<file path="src/rtl/xadc_aux_sequencer_if.sv">
// ----------------------------------------------------------------------------
// xadc_aux_sequencer_if
//
// Bundles the XADC-facing signals used by xadc_aux_sequencer: the
// end-of-conversion pulse and the DRP read port.
//
//   eoc        XADC end-of-conversion, one-cycle pulse      (XADC -> seq)
//   drp_drdy   DRP read data valid                          (XADC -> seq)
//   drp_do     DRP read data, result in [15:4]              (XADC -> seq)
//   drp_den    DRP enable, one-cycle pulse                  (seq  -> XADC)
//   drp_dwe    DRP write enable, always 0                   (seq  -> XADC)
//   drp_daddr  DRP address                                  (seq  -> XADC)
//
// Modports:
//   master  the sequencer side (drives the DRP request)
//   slave   the XADC side (drives eoc and the read response)
// ----------------------------------------------------------------------------
interface xadc_aux_sequencer_if;
    logic        eoc;
    logic        drp_drdy;
    logic [15:0] drp_do;
    logic        drp_den;
    logic        drp_dwe;
    logic [6:0]  drp_daddr;

    modport master (
        input  eoc, drp_drdy, drp_do,
        output drp_den, drp_dwe, drp_daddr
    );

    modport slave (
        output eoc, drp_drdy, drp_do,
        input  drp_den, drp_dwe, drp_daddr
    );
endinterface : xadc_aux_sequencer_if

</file>
<file path="src/rtl/xadc_aux_sequencer.sv">
// ----------------------------------------------------------------------------
// xadc_aux_sequencer
//
// Round-robin scheduler sharing the single XADC auxiliary input among four
// external analog channels. For each channel it drives the external mux,
// waits SETTLE_CYCLES clocks, waits for the next end-of-conversion, reads
// the DRP status register DRP_ADDR and stores the 12-bit result.
//
// Parameters:
//   SETTLE_CYCLES   clocks after a mux change before eoc is accepted (1..65535)
//   DRP_ADDR        DRP address read for every channel
//   TIMEOUT_CYCLES  drdy watchdog limit (only with XADC_SEQ_TIMEOUT_EN)
//
// Ports:
//   S_AXI_ACLK         clock for all logic
//   Local_Reset        asynchronous, active-high reset
//   enable             level; high runs the sequence continuously
//   onehot_mux         1 = one-hot mux select, 0 = binary
//   drp                XADC eoc + DRP port (master modport)
//   mux_sel            external analog mux select
//   MEASURED_AUX0..3   latest 12-bit result per channel
//   sample_valid       one-cycle strobe per channel on update
//   busy               high in every state except IDLE
//   timeout_err        sticky DRP timeout flag
//
// Build option:
//   XADC_SEQ_TIMEOUT_EN  when defined, a watchdog in DRP_WAIT abandons a read
//                        after TIMEOUT_CYCLES clocks without drdy, sets the
//                        sticky timeout_err and moves on to the next channel.
//                        When undefined, DRP_WAIT waits indefinitely and
//                        timeout_err is tied to 0.
// ----------------------------------------------------------------------------
module xadc_aux_sequencer #(
    parameter int         SETTLE_CYCLES  = 1000,
    parameter logic [6:0] DRP_ADDR       = 7'h13,
    parameter int         TIMEOUT_CYCLES = 255
) (
    input  logic                  S_AXI_ACLK,
    input  logic                  Local_Reset,
    input  logic                  enable,
    input  logic                  onehot_mux,
    xadc_aux_sequencer_if.master  drp,
    output logic [3:0]            mux_sel,
    output logic [11:0]           MEASURED_AUX0,
    output logic [11:0]           MEASURED_AUX1,
    output logic [11:0]           MEASURED_AUX2,
    output logic [11:0]           MEASURED_AUX3,
    output logic [3:0]            sample_valid,
    output logic                  busy,
    output logic                  timeout_err
);

    // ------------------------------------------------------------------
    // Elaboration-time parameter checks
    // ------------------------------------------------------------------
    if (SETTLE_CYCLES < 1 || SETTLE_CYCLES > 65535) begin : g_bad_settle
        $error("xadc_aux_sequencer: SETTLE_CYCLES must be 1..65535");
    end
    if (TIMEOUT_CYCLES < 1 || TIMEOUT_CYCLES > 65535) begin : g_bad_timeout
        $error("xadc_aux_sequencer: TIMEOUT_CYCLES must be 1..65535");
    end

    // ------------------------------------------------------------------
    // State encoding
    // ------------------------------------------------------------------
    localparam logic [2:0] ST_IDLE     = 3'd0;
    localparam logic [2:0] ST_SETTLE   = 3'd1;
    localparam logic [2:0] ST_WAIT_EOC = 3'd2;
    localparam logic [2:0] ST_DRP_REQ  = 3'd3;
    localparam logic [2:0] ST_DRP_WAIT = 3'd4;
    localparam logic [2:0] ST_STORE    = 3'd5;

    // Terminal count: the counter starts at 0 on SETTLE entry, so leaving
    // when it reads SETTLE_CYCLES-1 puts WAIT_EOC exactly SETTLE_CYCLES
    // clocks after the entry edge.
    localparam logic [15:0] SETTLE_LAST = 16'(SETTLE_CYCLES - 1);

    // Mux select for a channel, in the encoding requested at SETTLE entry.
    function automatic logic [3:0] mux_encode(input logic [1:0] ch,
                                              input logic       onehot);
        return onehot ? (4'b0001 << ch) : {2'b00, ch};
    endfunction

    // ------------------------------------------------------------------
    // Registers
    // ------------------------------------------------------------------
    logic [2:0]  state_q,        state_d;
    logic [1:0]  ch_q,           ch_d;
    logic [3:0]  mux_sel_q,      mux_sel_d;
    logic [15:0] settle_cnt_q,   settle_cnt_d;
    logic        den_q,          den_d;
    logic [6:0]  daddr_q,        daddr_d;
    logic [11:0] meas_q [4];
    logic [11:0] meas_d [4];
    logic [3:0]  sample_valid_q, sample_valid_d;
    logic        busy_q,         busy_d;

`ifdef XADC_SEQ_TIMEOUT_EN
    localparam logic [15:0] TIMEOUT_LAST = 16'(TIMEOUT_CYCLES - 1);
    logic [15:0] tout_cnt_q,     tout_cnt_d;
    logic        timeout_err_q,  timeout_err_d;
`endif

    // Low nibble of the DRP status word is not part of the result.
    logic unused_drp_lsbs;
    assign unused_drp_lsbs = &{1'b0, drp.drp_do[3:0]};

    // ------------------------------------------------------------------
    // Next-state logic
    // ------------------------------------------------------------------
    always_comb begin
        // NOTE: every variable gets a default before the case statement so
        // that no path leaves one unassigned; a missing default here would
        // infer a latch instead of combinational logic.
        state_d        = state_q;
        ch_d           = ch_q;
        mux_sel_d      = mux_sel_q;
        settle_cnt_d   = settle_cnt_q;
        den_d          = 1'b0;
        daddr_d        = '0;
        meas_d         = meas_q;
        sample_valid_d = '0;
`ifdef XADC_SEQ_TIMEOUT_EN
        tout_cnt_d     = tout_cnt_q;
        timeout_err_d  = timeout_err_q;
`endif

        case (state_q)
            ST_IDLE: begin
                if (enable) begin
                    state_d      = ST_SETTLE;
                    mux_sel_d    = mux_encode(ch_q, onehot_mux);
                    settle_cnt_d = '0;
                end
            end

            // eoc is deliberately not looked at here: a conversion started
            // before the mux settled would carry the previous channel.
            ST_SETTLE: begin
                if (settle_cnt_q == SETTLE_LAST) begin
                    state_d = ST_WAIT_EOC;
                end else begin
                    settle_cnt_d = settle_cnt_q + 16'd1;
                end
            end

            // The request is registered on the transition so drp_den rises
            // on the edge after the accepted eoc and lasts one cycle.
            ST_WAIT_EOC: begin
                if (drp.eoc) begin
                    state_d = ST_DRP_REQ;
                    den_d   = 1'b1;
                    daddr_d = DRP_ADDR;
                end
            end

            ST_DRP_REQ: begin
                state_d = ST_DRP_WAIT;
`ifdef XADC_SEQ_TIMEOUT_EN
                tout_cnt_d = '0;
`endif
            end

            // Result and strobe are written on the drdy edge, so they are
            // visible during STORE. The pointer advances on the same edge;
            // STORE then loads the mux for the already-advanced channel.
            ST_DRP_WAIT: begin
                if (drp.drp_drdy) begin
                    meas_d[ch_q]         = drp.drp_do[15:4];
                    sample_valid_d[ch_q] = 1'b1;
                    ch_d                 = ch_q + 2'd1;
                    state_d              = ST_STORE;
                end
`ifdef XADC_SEQ_TIMEOUT_EN
                else if (tout_cnt_q == TIMEOUT_LAST) begin
                    // Abandon the read: keep the old value, no strobe.
                    timeout_err_d = 1'b1;
                    ch_d          = ch_q + 2'd1;
                    state_d       = ST_STORE;
                end else begin
                    tout_cnt_d = tout_cnt_q + 16'd1;
                end
`endif
            end

            ST_STORE: begin
                if (enable) begin
                    state_d      = ST_SETTLE;
                    mux_sel_d    = mux_encode(ch_q, onehot_mux);
                    settle_cnt_d = '0;
                end else begin
                    state_d = ST_IDLE;
                end
            end

            default: begin
                state_d = ST_IDLE;
            end
        endcase

        // Registered alongside the state so busy tracks it edge for edge.
        busy_d = (state_d != ST_IDLE);
    end

    // ------------------------------------------------------------------
    // State registers
    // ------------------------------------------------------------------
    // NOTE: sequential state is assigned with non-blocking (<=) so every
    // register samples the pre-edge values; blocking assignments here would
    // make the result depend on statement order.
    always_ff @(posedge S_AXI_ACLK or posedge Local_Reset) begin
        if (Local_Reset) begin
            state_q        <= ST_IDLE;
            ch_q           <= '0;
            mux_sel_q      <= '0;
            settle_cnt_q   <= '0;
            den_q          <= 1'b0;
            daddr_q        <= '0;
            sample_valid_q <= '0;
            busy_q         <= 1'b0;
        end else begin
            state_q        <= state_d;
            ch_q           <= ch_d;
            mux_sel_q      <= mux_sel_d;
            settle_cnt_q   <= settle_cnt_d;
            den_q          <= den_d;
            daddr_q        <= daddr_d;
            sample_valid_q <= sample_valid_d;
            busy_q         <= busy_d;
        end
    end

    // NOTE: the four result registers are reset because they are directly
    // visible as outputs and must read 0 after reset; a real RAM array
    // would normally be left unreset.
    always_ff @(posedge S_AXI_ACLK or posedge Local_Reset) begin
        if (Local_Reset) begin
            for (int i = 0; i < 4; i++) begin
                meas_q[i] <= '0;
            end
        end else begin
            meas_q <= meas_d;
        end
    end

`ifdef XADC_SEQ_TIMEOUT_EN
    always_ff @(posedge S_AXI_ACLK or posedge Local_Reset) begin
        if (Local_Reset) begin
            tout_cnt_q    <= '0;
            timeout_err_q <= 1'b0;
        end else begin
            tout_cnt_q    <= tout_cnt_d;
            timeout_err_q <= timeout_err_d;
        end
    end

    assign timeout_err = timeout_err_q;
`else
    assign timeout_err = 1'b0;
`endif

    // ------------------------------------------------------------------
    // Outputs
    // ------------------------------------------------------------------
    assign drp.drp_den   = den_q;
    assign drp.drp_dwe   = 1'b0;
    assign drp.drp_daddr = daddr_q;

    assign mux_sel       = mux_sel_q;
    assign MEASURED_AUX0 = meas_q[0];
    assign MEASURED_AUX1 = meas_q[1];
    assign MEASURED_AUX2 = meas_q[2];
    assign MEASURED_AUX3 = meas_q[3];
    assign sample_valid  = sample_valid_q;
    assign busy          = busy_q;

endmodule : xadc_aux_sequencer

</file>
<file path="src/flat_wrapper.sv">
// flat-port wrapper written by rule: the top's interface ports become plain ports
module xadc_aux_sequencer_flat 
#(
    parameter int         SETTLE_CYCLES  = 1000,
    parameter logic [6:0] DRP_ADDR       = 7'h13,
    parameter int         TIMEOUT_CYCLES = 255
)
  (S_AXI_ACLK, Local_Reset, enable, onehot_mux, mux_sel, MEASURED_AUX0, MEASURED_AUX1, MEASURED_AUX2, MEASURED_AUX3, sample_valid, busy, timeout_err, drp_eoc, drp_drp_drdy, drp_drp_do, drp_drp_den, drp_drp_dwe, drp_drp_daddr);
  xadc_aux_sequencer_if drp_i ();
  input  logic S_AXI_ACLK;
  input  logic Local_Reset;
  input  logic enable;
  input  logic onehot_mux;
  output logic [3:0] mux_sel;
  output logic [11:0] MEASURED_AUX0;
  output logic [11:0] MEASURED_AUX1;
  output logic [11:0] MEASURED_AUX2;
  output logic [11:0] MEASURED_AUX3;
  output logic [3:0] sample_valid;
  output logic busy;
  output logic timeout_err;
  input wire logic [$bits(drp_i.eoc)-1:0] drp_eoc;
  input wire logic [$bits(drp_i.drp_drdy)-1:0] drp_drp_drdy;
  input wire logic [$bits(drp_i.drp_do)-1:0] drp_drp_do;
  output wire logic [$bits(drp_i.drp_den)-1:0] drp_drp_den;
  output wire logic [$bits(drp_i.drp_dwe)-1:0] drp_drp_dwe;
  output wire logic [$bits(drp_i.drp_daddr)-1:0] drp_drp_daddr;
  assign drp_i.eoc = drp_eoc;
  assign drp_i.drp_drdy = drp_drp_drdy;
  assign drp_i.drp_do = drp_drp_do;
  assign drp_drp_den = drp_i.drp_den;
  assign drp_drp_dwe = drp_i.drp_dwe;
  assign drp_drp_daddr = drp_i.drp_daddr;
  xadc_aux_sequencer #(.SETTLE_CYCLES(SETTLE_CYCLES), .DRP_ADDR(DRP_ADDR), .TIMEOUT_CYCLES(TIMEOUT_CYCLES)) u_core (.S_AXI_ACLK(S_AXI_ACLK), .Local_Reset(Local_Reset), .enable(enable), .onehot_mux(onehot_mux), .drp(drp_i), .mux_sel(mux_sel), .MEASURED_AUX0(MEASURED_AUX0), .MEASURED_AUX1(MEASURED_AUX1), .MEASURED_AUX2(MEASURED_AUX2), .MEASURED_AUX3(MEASURED_AUX3), .sample_valid(sample_valid), .busy(busy), .timeout_err(timeout_err));
endmodule
</file>
<file path="config.mk">
export PLATFORM = sky130hd
export DESIGN_NAME = xadc_aux_sequencer_flat
export DESIGN_NICKNAME = d
export VERILOG_FILES = /design/src/rtl/xadc_aux_sequencer_if.sv /design/src/rtl/xadc_aux_sequencer.sv /design/src/flat_wrapper.sv
export SDC_FILE = /design/constraint.sdc
export NUM_CORES = 1
export LEC_CHECK = 0
export ABC_AREA = 0
export CORE_MARGIN = 2
export CORE_UTILIZATION = 40
export CTS_CLUSTER_SIZE = 25
export DETAILED_ROUTE_END_ITERATION = 16
export GPL_ROUTABILITY_DRIVEN = 0
export GPL_TIMING_DRIVEN = 0
export PLACE_DENSITY = 0.8
export RECOVER_POWER = 50
export SKIP_LAST_GASP = 1
export SLEW_MARGIN = 40
export SYNTH_ARGS = -nofsm -noshare
export SYNTH_HDL_FRONTEND = slang
export SYNTH_SLANG_ARGS = --single-unit
export TNS_END_PERCENT = 30
</file>
<file path="constraint.sdc">
create_clock -name S_AXI_ACLK -period 4.3 [get_ports S_AXI_ACLK]
set_input_delay 0.86 -clock S_AXI_ACLK [delete_from_list [all_inputs] [get_ports S_AXI_ACLK]]
set_output_delay 0.86 -clock S_AXI_ACLK [all_outputs]
set_load 0.005 [all_outputs]
</file>
After elaboration in Yosys (flattened, before gate mapping). Index checks and enable logic that the tools add are counted.

Register bits after elaboration: 86. Input port bits: 22.

$add $sub $neg: 2. Order comparisons: 4. Eq/ne operators: 8. Shift-type cells: 1. Mux-type cells: 21. Bitwise logic cells: 1. Reductions and logical operators: 9.

Operator list (number): $bwmux 48 (1); $mux 16 (2); $pmux 16 s2 (1); $demux 12 s2 (1); $pmux 3 s6 (1); $add 16x1->16 const B (1); $eq 16x10->1 const B (1); $mux 12 (1); $mux 3 (4); $mux 4 (3); $mux 7 (1); $eq 3x2->1 const B (2); $eq 3x3->1 const B (2); $mux 5 (1); $mux 1 (4); $reduce_and 2->1 (2); $shl 1x2->4 const A (1); $eq 3x1->1 const B (1); $ge 3x3->1 const B (1); $logic_not 3->1 (1); $lt 2x3->1 const B (1); $lt 3x1->1 const B (1); $not 2->3 (1); $reduce_and 3->1 (1); 9 further kinds (10).

Depth between registers and ports, before layout.
Depth in word-level cells: 6. Mapped depth: 7. Mapped depth without buffers: 5.

Least setup slack after synthesis. No wires, ideal clock.

Path type: in2reg. From: input port drp_drp_drdy. To: register u_core.meas_q (netlist bit u_core.MEASURED_AUX0[0]). Setup time: 128 ps. Data arrival time: 1769 ps. Slack: 2404 ps. Stages: 5. Path through: and3_1 > buf_4 > nand2_1 > buf_4 > mux2_1.

Longest elaborated chain between the ends: 1.

Ends and longest elaborated chain: start, declared (line flat_wrapper.sv:23) `input wire logic [$bits(drp_i.drp_drdy)-1:0] drp_drp_drdy;`; $reduce_and 2->1 (no source line); end signal, assigned (line xadc_aux_sequencer.sv:242) `meas_q <= meas_d;`; end, declared (line xadc_aux_sequencer.sv:93) `logic [11:0] meas_q [4];`.

No other way between the ends. A chain may end at the register's enable or synchronous reset.

Worst setup path after layout.
From: input port drp_drp_drdy. To: register u_core.meas_q (netlist bit u_core.MEASURED_AUX3[5]).

Same word-level chain as after synthesis.

==> flow_summary.ini <==
[run_status]
status = finished with violations
violations = max-capacitance violations

[yosys]
synth_cell_type_count = 39
yosysTopAreaCell = dfrtp_1
avgSynthCellArea_sq_um = 12.9
yosysSeqAreaShare_pct = 58.4
synth_top_area_share_pct = 58.4
syn_area_sq_um = 3390
yosys_warnings = 0
synthTopCellsByArea = dfrtp_1, mux2_1, mux2_2
synth-main-ff-cell = dfrtp_1
synth_cells = 262
async_reset_ff_share_pct = 100
ys_ff_latch = 79
synth-edff-count = 0

[detailed_routing]
drt-total-wl_mm = 6.98
vias = 2284
postRouteAntennaNets = 0
drc = 0
met1_length_mm = 2.92
first_iter_violations = 110
wl_met2_mm = 3.61
dr_wl_met3_um = 394
dr.max_layer_used = met4
wl_per_cell_um = 15.0
avgViaCountPerCell = 4.89
dr.pass1.iters = 4

[timing]
fmax_mhz = 369
layout_setup_ws_ns = 1.59
setup_tns_ns = 0
whs_ns = 0.484
finalCritPeriodShare_pct = 63.0
drv_slew = 0
report.final.setup_viol = 0
finClkSkew_ns = 0.0111
grt_setup_unrepaired = no
min_period_ns = 2.71
hold_violations = 0
tightest_slew_ns = 1.48
slew_headroom_pct = 0.544

[floorplan]
floorplan.rows = 33
ioPinCount = 89
die_x_um = 96
die-area_sq_um = 9220
fp.coreArea_sq_um = 8220
start_util_pct = 41.2
die_y_um = 96

[power]
powerDensity_nw_per_um2 = 310
peakVddDrop_mv = 0.170
p_leak_nw = 2.23

[clock_network]
path_clk_slew_ns = 0.09
cts_tree = built
cts_root_buffer = clkbuf_8
ctsHoldBuffers = 0
clk-insertion-delay-late_ns = 0.35
numCtsBuffers = 9
numClockSinks = 79
cts_setup_buffers = 0
cts_buffer_depth = 2
cts_htree_levels = 3
post_cts_resized = 0

[cells_and_area]
fillCellCount = 723
nets = 384
drive_gt1_share_pct = 11.9
areaGrowthSynthToFinish_pct = 34.5
diodes = 0

[worst_hold_path]
holdPathStages = 2
hold_path_class = reg -> reg

[placement]
portBuffers = 78
place_worst_setup_slack_ns = 1.78
place_hpwl_mm = 5.09

[critical_path]
startpoint_type = input pin
critPathArrivalTime_ns = 2.93
worst-path-max-fanout = 10
cp.required_ns = 4.52
worst_setup_path_end_kind = flip-flop
worstRegToRegCells = 7
crit_type = in -> reg

[global_route]
grt_pass1_vias = 2373
overflow = 0
grt_pass1_wl_mm = 11.5
grt_max_degree = 48
grt_use_total_pct = 16.3
antenna_found_initial = 0

[flow_run]
cap_viol_max_count = 1
-- through the flow --
stage	instances	util (%)	power (mW)	area (sq um)
3_3_place_gp	450	52.5	0.799	4320
6_report	467	55.4	1.41	4550
3_5_place_dp	451	52.9	0.803	4350
2_1_floorplan	267	-	0.775	3400
5_1_grt	467	55.4	1.47	4550
4_1_cts	467	55.7	1.43	4580
-- final cells by class --
type / count / area, sq um / area share, %
buffer: 20 / 124 / 2.72
multi-input combinational: 159 / 1250 / 27.5
clock buffer: 11 / 141 / 3.11
sequential: 79 / 1980 / 43.4
inverter: 9 / 35.0 / 0.769
clock inverter: 5 / 86.3 / 1.90
timing repair buffer: 79 / 808 / 17.8
tap: 105 / 131 / 2.89
-- logic make-up after synthesis --
kind of cell	after synthesis	synth area share [%]
AO/OA/AOI/OAI	20	3.55
buffers and inverters	29	5.25
other	1	0.111
multiplexers	53	17.4
AND/OR/NAND/NOR	67	11.3
flip-flops	79	58.4
adder cells (fa/ha/maj)	5	1.85
XOR/XNOR	8	2.07
-- Yosys cell counts (3+ instances only) --
master and n:
o21ai_0 5, nand3_1 8, mux2_1 36, a21oi_1 7, mux2i_1 5, inv_1 9, nand2_1 18, nand4_1 3
o31ai_1 5, xor2_1 6, dfrtp_1 79, or4_1 3, and4_1 3, ha_1 5, nor3b_1 3, mux2_2 12
nor2_1 9, buf_4 14, clkbuf_1 3
-- registers in the layout (all words and copies together) (netlist names), 3 cells and up --
| name | cells |
|---|---|
| u_core.state_q | 3 |
| u_core.MEASURED_AUX2 | 12 |
| u_core.settle_cnt_q | 16 |
| u_core.MEASURED_AUX0 | 12 |
| u_core.mux_sel | 4 |
| u_core.MEASURED_AUX3 | 12 |
| u_core.MEASURED_AUX1 | 12 |
| u_core.sample_valid | 4 |
-- cell usage in the layout (no fill, tap or decap), types with 3 or more instances in the layout --
cell and n:
nor2_1 9, clkbuf_1 10, inv_6 3, dfrtp_1 79
xor2_1 6, or4_1 3, nor3b_1 3, nand4_1 3
inv_1 8, and4_1 3, mux2_1 36, buf_4 9
nand3_1 8, clkbuf_8 10, mux2i_1 5, clkdlybuf4s50_1 74
mux2_2 12, o21ai_0 5, conb_1 6, a21oi_1 7
nand2_1 18, o31ai_1 5, dlygate4sd3_1 4, ha_1 5
-- path summary, 6_finish.rpt --
check,from,end,slack (ns)
max in group asynchronous,Local_Reset,u_core.MEASURED_AUX1[10]$_DFFE_PP0P_,2.19
max reg2reg,u_core.state_q[0]$_DFF_PP0_,u_core.MEASURED_AUX3[5]$_DFFE_PP0P_,1.91
min,u_core.mux_sel[3]$_DFFE_PP0P_,u_core.mux_sel[3]$_DFFE_PP0P_,0.48
min in group asynchronous,Local_Reset,u_core.MEASURED_AUX0[2]$_DFFE_PP0P_,1.31
min reg2reg,u_core.mux_sel[3]$_DFFE_PP0P_,u_core.mux_sel[3]$_DFFE_PP0P_,0.48
max,drp_drp_drdy,u_core.MEASURED_AUX3[5]$_DFFE_PP0P_,1.59
-- worst max-delay path, stage by stage --
cell and delay, ns:
dlygate4sd3_1 0.53, and3_1 0.17, clkbuf_1 0.19, nand2_1 0.21, clkbuf_1 0.59, mux2_1 0.38
-- routing by layer --
metal | GRT usage [%] | vias up
met5 | 0 | -
met4 | 5.71 | 0
met3 | 4.93 | 6
met2 | 27.2 | 49
met1 | 19.9 | 1141
li1 | - | 1088
-- report_power, final --
part / internal, mW / total, mW / switching [mW]
clock network: 0.350 / 0.625 / 0.276
logic: 0.0205 / 0.0442 / 0.0236
registers: 0.742 / 0.742 / 0
total: 1.11 / 1.41 / 0.300
Note: power is estimated with default switching activity, not from simulation.
